**config.mk**
```make
export PLATFORM = sky130hd
export DESIGN_NAME = mul_exec_unit
export DESIGN_NICKNAME = d
export VERILOG_FILES = /design/src/rtl/mext_pkg.sv /design/src/rtl/umul32_core.sv /design/src/rtl/mul_exec_unit.sv
export SDC_FILE = /design/constraint.sdc
export NUM_CORES = 2
export LEC_CHECK = 0
export CAP_MARGIN = 0
export CORE_AREA = 2 2 275 277
export DETAILED_ROUTE_END_ITERATION = 12
export DIE_AREA = 0 0 277 279
export PLACE_DENSITY = 0.74
export SYNTH_ARGS = -nofsm -noshare
export SYNTH_HDL_FRONTEND = slang
export SYNTH_HIERARCHICAL = 1
export SYNTH_SLANG_ARGS = --single-unit
```
**constraint.sdc**
```tcl
create_clock -name clk -period 13.28 [get_ports clk]
set_clock_uncertainty 0.2 [all_clocks]
set_input_delay 3.984 -clock clk [delete_from_list [all_inputs] [get_ports clk]]
set_output_delay 3.984 -clock clk [all_outputs]
set_load 0.05 [all_outputs]
```
**src/rtl/mext_pkg.sv**
```systemverilog
// Shared definitions for the RV32M multiply execute stage: op encodings,
// the stage-1 payload layout and the operand magnitude helper.
package mext_pkg;

  localparam int XLEN      = 32;
  localparam int TAG_WIDTH = 5;

  localparam logic [1:0] OP_MUL    = 2'b00;
  localparam logic [1:0] OP_MULH   = 2'b01;
  localparam logic [1:0] OP_MULHSU = 2'b10;
  localparam logic [1:0] OP_MULHU  = 2'b11;

  typedef struct packed {
    logic [XLEN-1:0]      mag_a;
    logic [XLEN-1:0]      mag_b;
    logic                 neg;
    logic [1:0]           op;
    logic [TAG_WIDTH-1:0] tag;
  } s1_payload_t;

  // Two's-complement magnitude; 0x80000000 maps to itself, which is the
  // correct magnitude when read as unsigned.
  function automatic logic [XLEN-1:0] magnitude(input logic [XLEN-1:0] v,
                                                input logic            is_signed);
    return (is_signed && v[XLEN-1]) ? (~v + XLEN'(1)) : v;
  endfunction

endpackage

```
**src/rtl/umul32_core.sv**
```systemverilog
// Purely combinational unsigned 32x32 -> 64-bit product.
module umul32_core (
  input  logic [31:0] a_i,
  input  logic [31:0] b_i,
  output logic [63:0] p_o
);

  assign p_o = {32'b0, a_i} * {32'b0, b_i};

endmodule

```
**src/rtl/mul_exec_unit.sv**
```systemverilog
// Two-stage RV32M multiply execute unit: S1 registers operand magnitudes and
// the result sign, S2 registers the sign-corrected, word-selected product.
module mul_exec_unit #(
  parameter int TAG_W = mext_pkg::TAG_WIDTH,
  parameter int XLEN  = mext_pkg::XLEN
) (
  input  logic             clk,
  input  logic             rst_n,
  input  logic             flush,
  input  logic             in_valid,
  output logic             in_ready,
  input  logic [1:0]       in_op,
  input  logic [XLEN-1:0]  in_rs1,
  input  logic [XLEN-1:0]  in_rs2,
  input  logic [TAG_W-1:0] in_tag,
  output logic             out_valid,
  input  logic             out_ready,
  output logic [XLEN-1:0]  out_result,
  output logic [TAG_W-1:0] out_tag
);

  import mext_pkg::s1_payload_t;
  import mext_pkg::OP_MUL;
  import mext_pkg::OP_MULH;
  import mext_pkg::OP_MULHSU;
  import mext_pkg::magnitude;

  // Handshake: a transfer happens on an edge where valid && ready; a producer
  // holding valid keeps its payload stable until that edge. in_ready depends
  // only on stage occupancy and out_ready, never on in_valid.
  s1_payload_t      s1_q, s1_d;
  logic             s1_valid_q, s1_valid_d;
  logic             s2_valid_q, s2_valid_d;
  logic [XLEN-1:0]  result_q, result_d;
  logic [TAG_W-1:0] tag_q, tag_d;

  logic             s2_free;
  logic             s1_adv;
  logic             accept;
  logic             a_signed;
  logic             b_signed;
  logic             a_neg;
  logic             b_neg;
  logic [2*XLEN-1:0] prod;
  logic [2*XLEN-1:0] signed_prod;

  umul32_core u_core (
    .a_i (s1_q.mag_a),
    .b_i (s1_q.mag_b),
    .p_o (prod)
  );

  always_comb begin
    s2_free  = !s2_valid_q || out_ready;
    s1_adv   = s1_valid_q && s2_free;
    in_ready = !s1_valid_q || s2_free;
    accept   = in_valid && in_ready;

    a_signed = (in_op == OP_MULH) || (in_op == OP_MULHSU);
    b_signed = (in_op == OP_MULH);
    a_neg    = a_signed && in_rs1[XLEN-1];
    b_neg    = b_signed && in_rs2[XLEN-1];

    signed_prod = s1_q.neg ? (~prod + 64'd1) : prod;

    s1_d       = s1_q;
    s1_valid_d = s1_valid_q;
    s2_valid_d = s2_valid_q;
    result_d   = result_q;
    tag_d      = tag_q;

    if (accept) begin
      s1_d.mag_a = magnitude(in_rs1, a_signed);
      s1_d.mag_b = magnitude(in_rs2, b_signed);
      s1_d.neg   = a_neg ^ b_neg;
      s1_d.op    = in_op;
      s1_d.tag   = in_tag;
    end

    if (s1_adv) begin
      result_d = (s1_q.op == OP_MUL) ? signed_prod[XLEN-1:0]
                                     : signed_prod[2*XLEN-1:XLEN];
      tag_d    = s1_q.tag;
    end

    // Flush wins over every advance; stale data left in the registers is
    // never exposed because both valid bits drop.
    if (flush) begin
      s1_valid_d = 1'b0;
      s2_valid_d = 1'b0;
    end else begin
      if (s1_adv)         s2_valid_d = 1'b1;
      else if (out_ready) s2_valid_d = 1'b0;
      if (accept)         s1_valid_d = 1'b1;
      else if (s1_adv)    s1_valid_d = 1'b0;
    end
  end

  always_ff @(posedge clk or negedge rst_n) begin
    if (!rst_n) begin
      s1_q       <= '0;
      s1_valid_q <= 1'b0;
      s2_valid_q <= 1'b0;
      result_q   <= '0;
      tag_q      <= '0;
    end else begin
      s1_q       <= s1_d;
      s1_valid_q <= s1_valid_d;
      s2_valid_q <= s2_valid_d;
      result_q   <= result_d;
      tag_q      <= tag_d;
    end
  end

  assign out_valid  = s2_valid_q;
  assign out_result = result_q;
  assign out_tag    = tag_q;

endmodule

```
After elaboration in Yosys (flattened, before gate mapping)
Index checks and enable logic that the tools add are counted.
{"block": "op_classes", "n_addsub": 3, "reduce_logical": 12, "n_mux": 10, "mul": 1, "n_eq_ne": 2, "bitwise": 4}
{"operator": "$mux W32", "count": 3}
{"operator": "$add A32 B1 Y32 const B", "count": 2}
{"operator": "$add A64 B1 Y64 const B", "count": 1}
{"operator": "$mul A32 B32 Y64", "count": 1}
{"operator": "$mux W64", "count": 1}
{"operator": "$not A32 Y32", "count": 2}
{"operator": "$not A64 Y64", "count": 1}
{"operator": "$mux W1", "count": 6}
{"operator": "$reduce_bool A3 Y1", "count": 2}
{"operator": "$logic_and A1 B1 Y1", "count": 4}
{"operator": "$logic_or A1 B1 Y1", "count": 3}
{"operator": "$eq A2 B1 Y1 const B", "count": 1}
{"operator": "$eq A2 B2 Y1 const B", "count": 1}
{"operator": "$logic_not A1 Y1", "count": 2}
{"operator": "$logic_not A2 Y1", "count": 1}
{"operator": "$xor A1 B1 Y1", "count": 1}
{"block": "totals", "elab_cells": 41, "reg_bits": 111}

Depth between registers and ports, before layout
{"block": "depth", "ltp_word": 6, "depth_mapped": 36, "depth_no_buf": 34}

Cells and area by module
The synthesis kept the hierarchy.
{"module": "umul32_core", "seq_area_each_um2": 0.0, "instances": 1, "area_each_um2": 33333.2, "cells_per_inst": 3689}
{"module": "mul_exec_unit", "seq_area_each_um2": 2777.7, "instances": 1, "area_each_um2": 7183.1, "cells_per_inst": 883}

Least setup slack after synthesis
OpenSTA, ideal clock, no wires.
{"block": "synth_timing", "kind": "register to register", "start": "reg s1_q[70] (netlist name)", "end": "reg result_q[22], in the netlist out_result[22]", "setup_ns": 0.131, "arrival_time_ns": 8.617, "synth_period_minus_slack_ns": 8.948, "n_path_buf": 1, "slack_ns": 4.332, "path_stages_with_launch": 32, "cell_sequence": "dfrtp_1 > clkbuf_1 > nand2_1 > fa_1 > inv_1 > fa_1 > fa_1 > inv_1 > fa_1 > inv_1 > fa_1 > fa_1 > fa_1 > inv_1 > fa_1 > inv_1 > ha_1 > a21oi_1 > o21bai_1 > a21o_1 > a211o_1 > o221ai_1 > o41ai_4 > a21bo_2 > a21oi_1 > xnor2_1 > or4_1 > nor4_1 > nand2_1 > or4_1 > o41ai_1 > nor3_1"}
{"block": "synth_between", "elab_chain_len": 5}
{"element": "start: declaration", "line_no": "mul_exec_unit.sv:31", "rtl": "s1_payload_t s1_q, s1_d;"}
{"element": "start signal: assignment", "line_no": "mul_exec_unit.sv:101", "rtl": "s1_q <= '0;"}
{"element": "start signal: assignment", "line_no": "mul_exec_unit.sv:107", "rtl": "s1_q <= s1_d;"}
{"element": "$mul A32 B32 Y64", "line_no": "umul32_core.sv:8", "rtl": "assign p_o = {32'b0, a_i} * {32'b0, b_i};"}
{"element": "named net prod[50]", "line_no": "mul_exec_unit.sv:44", "rtl": "logic [2*XLEN-1:0] prod;"}
{"element": "$not A64 Y64", "line_no": "mul_exec_unit.sv:64", "rtl": "signed_prod = s1_q.neg ? (~prod + 64'd1) : prod;"}
{"element": "$add A64 B1 Y64", "line_no": "mul_exec_unit.sv:64"}
{"element": "$mux W64", "line_no": "mul_exec_unit.sv:64"}
{"element": "$mux W32", "line_no": "mul_exec_unit.sv:81", "rtl": "result_d = (s1_q.op == OP_MUL) ? signed_prod[XLEN-1:0]"}
{"element": "end signal: assignment", "line_no": "mul_exec_unit.sv:110", "rtl": "result_q <= result_d;"}
{"element": "end: declaration", "line_no": "mul_exec_unit.sv:34", "rtl": "logic [XLEN-1:0] result_q, result_d;"}
The timed path passes the listed nets, and every way through them passes these cells.
A chain may end at the register's enable or synchronous reset.

Final worst setup path
{"block": "layout_timing", "start": "reg s1_q[53] (netlist name)", "end": "reg result_q[22], in the netlist out_result[22]"}
The elaborated chain is that of the path after synthesis.

==> flow_metrics.py <==
metrics = {
    "routing": {
        "firstDrtPassIters": 6,
        "routed-via-count": 31620,
        "wl_per_cell_um": 21.89,
        "viasPerCell": 5.766,
        "ant_nets": 0,
        "drcViolationCount": 0,
        "finalWirelength_um": 120000,
        "dr.first_iter.drc_count": 2882,
    },
    "placement": {
        "dp_worst_setup_slack_ns": 2.640,
        "gp_congestion": 1.011,
        "postPlaceCellArea_um2": 42450,
        "io_buffers": 114,
        "dpl.hpwl_um": 96180,
    },
    "global_routing": {
        "grt_max_degree": 107,
        "grt_overflow": 0,
        "grt_util_met2": 0.4878,
        "antenna_found_initial": 1,
        "busiest_layer": "met2",
        "grt_pass1_vias": 33570,
        "grt_use_met3": 0.09221,
        "grt_pass1_wl_um": 193100,
        "grt_usage": 0.3238,
        "use_met1": 0.4546,
    },
    "worst_setup_path": {
        "cp_slowest_cell": "dfrtp_1",
        "critPathRequiredTime_ns": 13.39,
        "r2r_end": "out_result[22]",
        "reg2reg_from": "s1_q[53]",
        "reg2regPathDepth": 30,
        "crit_type": "reg2reg",
        "worstSetupStartpoint": "s1_q[53]",
        "crit_top_cell": "fa_1",
        "end_kind": "register",
        "rrSetupSlack_ns": 2.36,
        "cp_max_fo": 33,
        "worstPathArrival_ns": 11.03,
        "critPathCapture": "out_result[22]",
        "slowest_delay_ns": 1.16,
        "cp-start-kind": "register",
    },
    "synth": {
        "synth_commonest_cells": "fa_1 (896), inv_1 (884), nand2_1 (621)",
        "synth_edf_count": 0,
        "ys_seq_elements": 111,
        "ys.flop_type": "dfrtp_1",
        "synth_nets": 5811,
        "synth_top_area_share": 0.4427,
        "synth_area_per_cell_um2": 8.862,
        "async_reset_ff_frac": 1.000,
        "yosysTopAreaCell": "fa_1",
        "post-synth-top-count-cell": "fa_1",
        "synth_cell_types": 79,
        "ys_seq_area_frac": 0.06856,
        "synth.area.top_cells": "fa_1 (44%), and2_1 (9.3%), ha_1 (8.2%)",
        "yosys_warnings": 6,
        "syn_inst": 4572,
        "syn_area_um2": 40520,
    },
    "outcome": {
        "status": "completed",
    },
    "finish": {
        "final_area_um2": 42770,
        "fillers": 6531,
        "insertedDiodeCount": 0,
        "regArea_um2": 2780,
        "multi_input_area_um2": 33500,
        "syn_to_final_growth_pct": 5.562,
        "fin_nets": 5749,
        "drive_gt1_frac": 0.02835,
    },
    "sta": {
        "slew_headroom": 0.1850,
        "hold_viol_final": 0,
        "rsz0062_at_grt": "no",
        "fin_setup_tns_ns": 0,
        "setup_violations": 0,
        "period_needed_ns": 10.92,
        "setup_ws_ns": 2.363,
        "worstMarginPinSlew_ns": 1.222,
        "fmaxAchievable_ghz": 0.09160,
        "slew_viol_final": 0,
        "period_share": 0.8221,
    },
    "worst_hold_path": {
        "hp-class": "reg2reg",
        "hold_depth": 2,
    },
    "cts": {
        "post_cts_buffers": 0,
        "clk_latency_ns": 0.41,
        "cts_resized": 0,
        "cts_max_path_buffers": 2,
        "cts_tree": "yes",
        "cts-htree-levels": 3,
        "cts_root_buffer": "clkbuf_16",
        "cts_made_buffers": 9,
        "clock-sinks": 111,
        "cts-hold-fix-buffers": 0,
        "clk_pin_slew_ns": 0.11,
    },
    "die": {
        "die_area_um2": 77280,
        "fp.dieW_um": 277,
        "core_area_um2": 74070,
        "die_h_um": 279,
        "rows": 100,
        "io_pins": 115,
        "start_util": 0.5470,
    },
    "run": {
        "maxCapViolCount": 0,
    },
}
-- cells in the final DEF, fill, tap and decap left out, types with 7 or more instances in the layout --
master / count
a211oi_1: 7
a21o_1: 29
a21oi_1: 121
a31oi_1: 19
and2_1: 605
and3_1: 11
buf_4: 68
clkbuf_16: 9
clkdlybuf4s50_1: 113
dfrtp_1: 109
fa_1: 896
ha_1: 267
inv_1: 884
mux2i_1: 7
nand2_1: 620
nand2b_1: 9
nand3_1: 28
nand4_1: 17
nor2_1: 116
nor3_1: 37
nor4_1: 25
o211ai_1: 7
o21ai_0: 143
o21bai_1: 9
o221ai_1: 8
o22ai_1: 10
o31ai_1: 22
o41ai_1: 11
or3_1: 12
or4_1: 23
xnor2_1: 101
xor2_1: 66
-- layout make-up --
cell class / count / area share
inverter: 884 / 0.07758
tap: 969 / 0.02835
clock inverter: 7 / 0.002136
timing repair buffer: 181 / 0.03838
sequential: 111 / 0.06500
multi-input combinational: 3323 / 0.7833
clock buffer: 9 / 0.005266
-- sequential cells by signal, summed over array words and instances, names as in the netlist --
name	cells
out_valid	1
s1_q	72
out_result	32
s1_valid_q	1
out_tag	5
-- routing by layer --
layer	vias to the layer above	routed length (µm)
met5	-	0
met4	0	4151
met3	243	13530
met2	1517	52530
met1	16180	49820
li1	13680	-
-- how the worst min path moves through the flow --
| stage | from | end | slack [ns] |
|---|---|---|---|
| 5_1_grt | s1_q[4] | out_tag[4] | 0.30 |
| 2_1_floorplan | s1_q[0] | out_tag[0] | 0.24 |
| 4_1_cts | s1_q[4] | out_tag[4] | 0.27 |
| 3_5_place_dp | s1_q[4] | out_tag[4] | 0.25 |
| 3_3_place_gp | s1_q[3] | out_tag[3] | 0.24 |
| 6_report | s1_q[4] | out_tag[4] | 0.27 |
-- per-stage QoR --
| stage | hold slack, ns | std cells | utilization |
|---|---|---|---|
| 5_1_grt | 0.3047 | 5484 | 0.5774 |
| 6_report | 0.2741 | 5484 | 0.5774 |
| 3_3_place_gp | 0.2449 | 5468 | 0.5731 |
| 3_5_place_dp | 0.2501 | 5468 | 0.5731 |
| 4_1_cts | 0.2733 | 5484 | 0.5774 |
| 2_1_floorplan | 0.2386 | 4572 | - |
-- worst max-delay path, delay by kind of cell (launching register included) --
family                   cells  cell delay [ns]
AO/OA/AOI/OAI                8             1.77
XOR/XNOR                     1             0.23
buffers and inverters        4             0.22
adder cells (fa/ha/maj)      9             4.28
AND/OR/NAND/NOR              8             2.93
flip-flops                   1             1.16
-- kinds of logic (layout without fill, tap and decap cells) --
kind of cell / Yosys count / count (layout) / share of synthesized area
adder cells (fa/ha/maj): 1163 / 1163 / 0.5252
multiplexers: 7 / 7 / 0.001729
AND/OR/NAND/NOR: 1539 / 1539 / 0.1924
XOR/XNOR: 167 / 167 / 0.03610
AO/OA/AOI/OAI: 447 / 447 / 0.07038
flip-flops: 111 / 111 / 0.06856
buffers and inverters: 1138 / 1081 / 0.1057
Power is left out: the tool's default activity adds up to more than one toggle a clock period on the data nets, which glitch-free logic cannot reach.
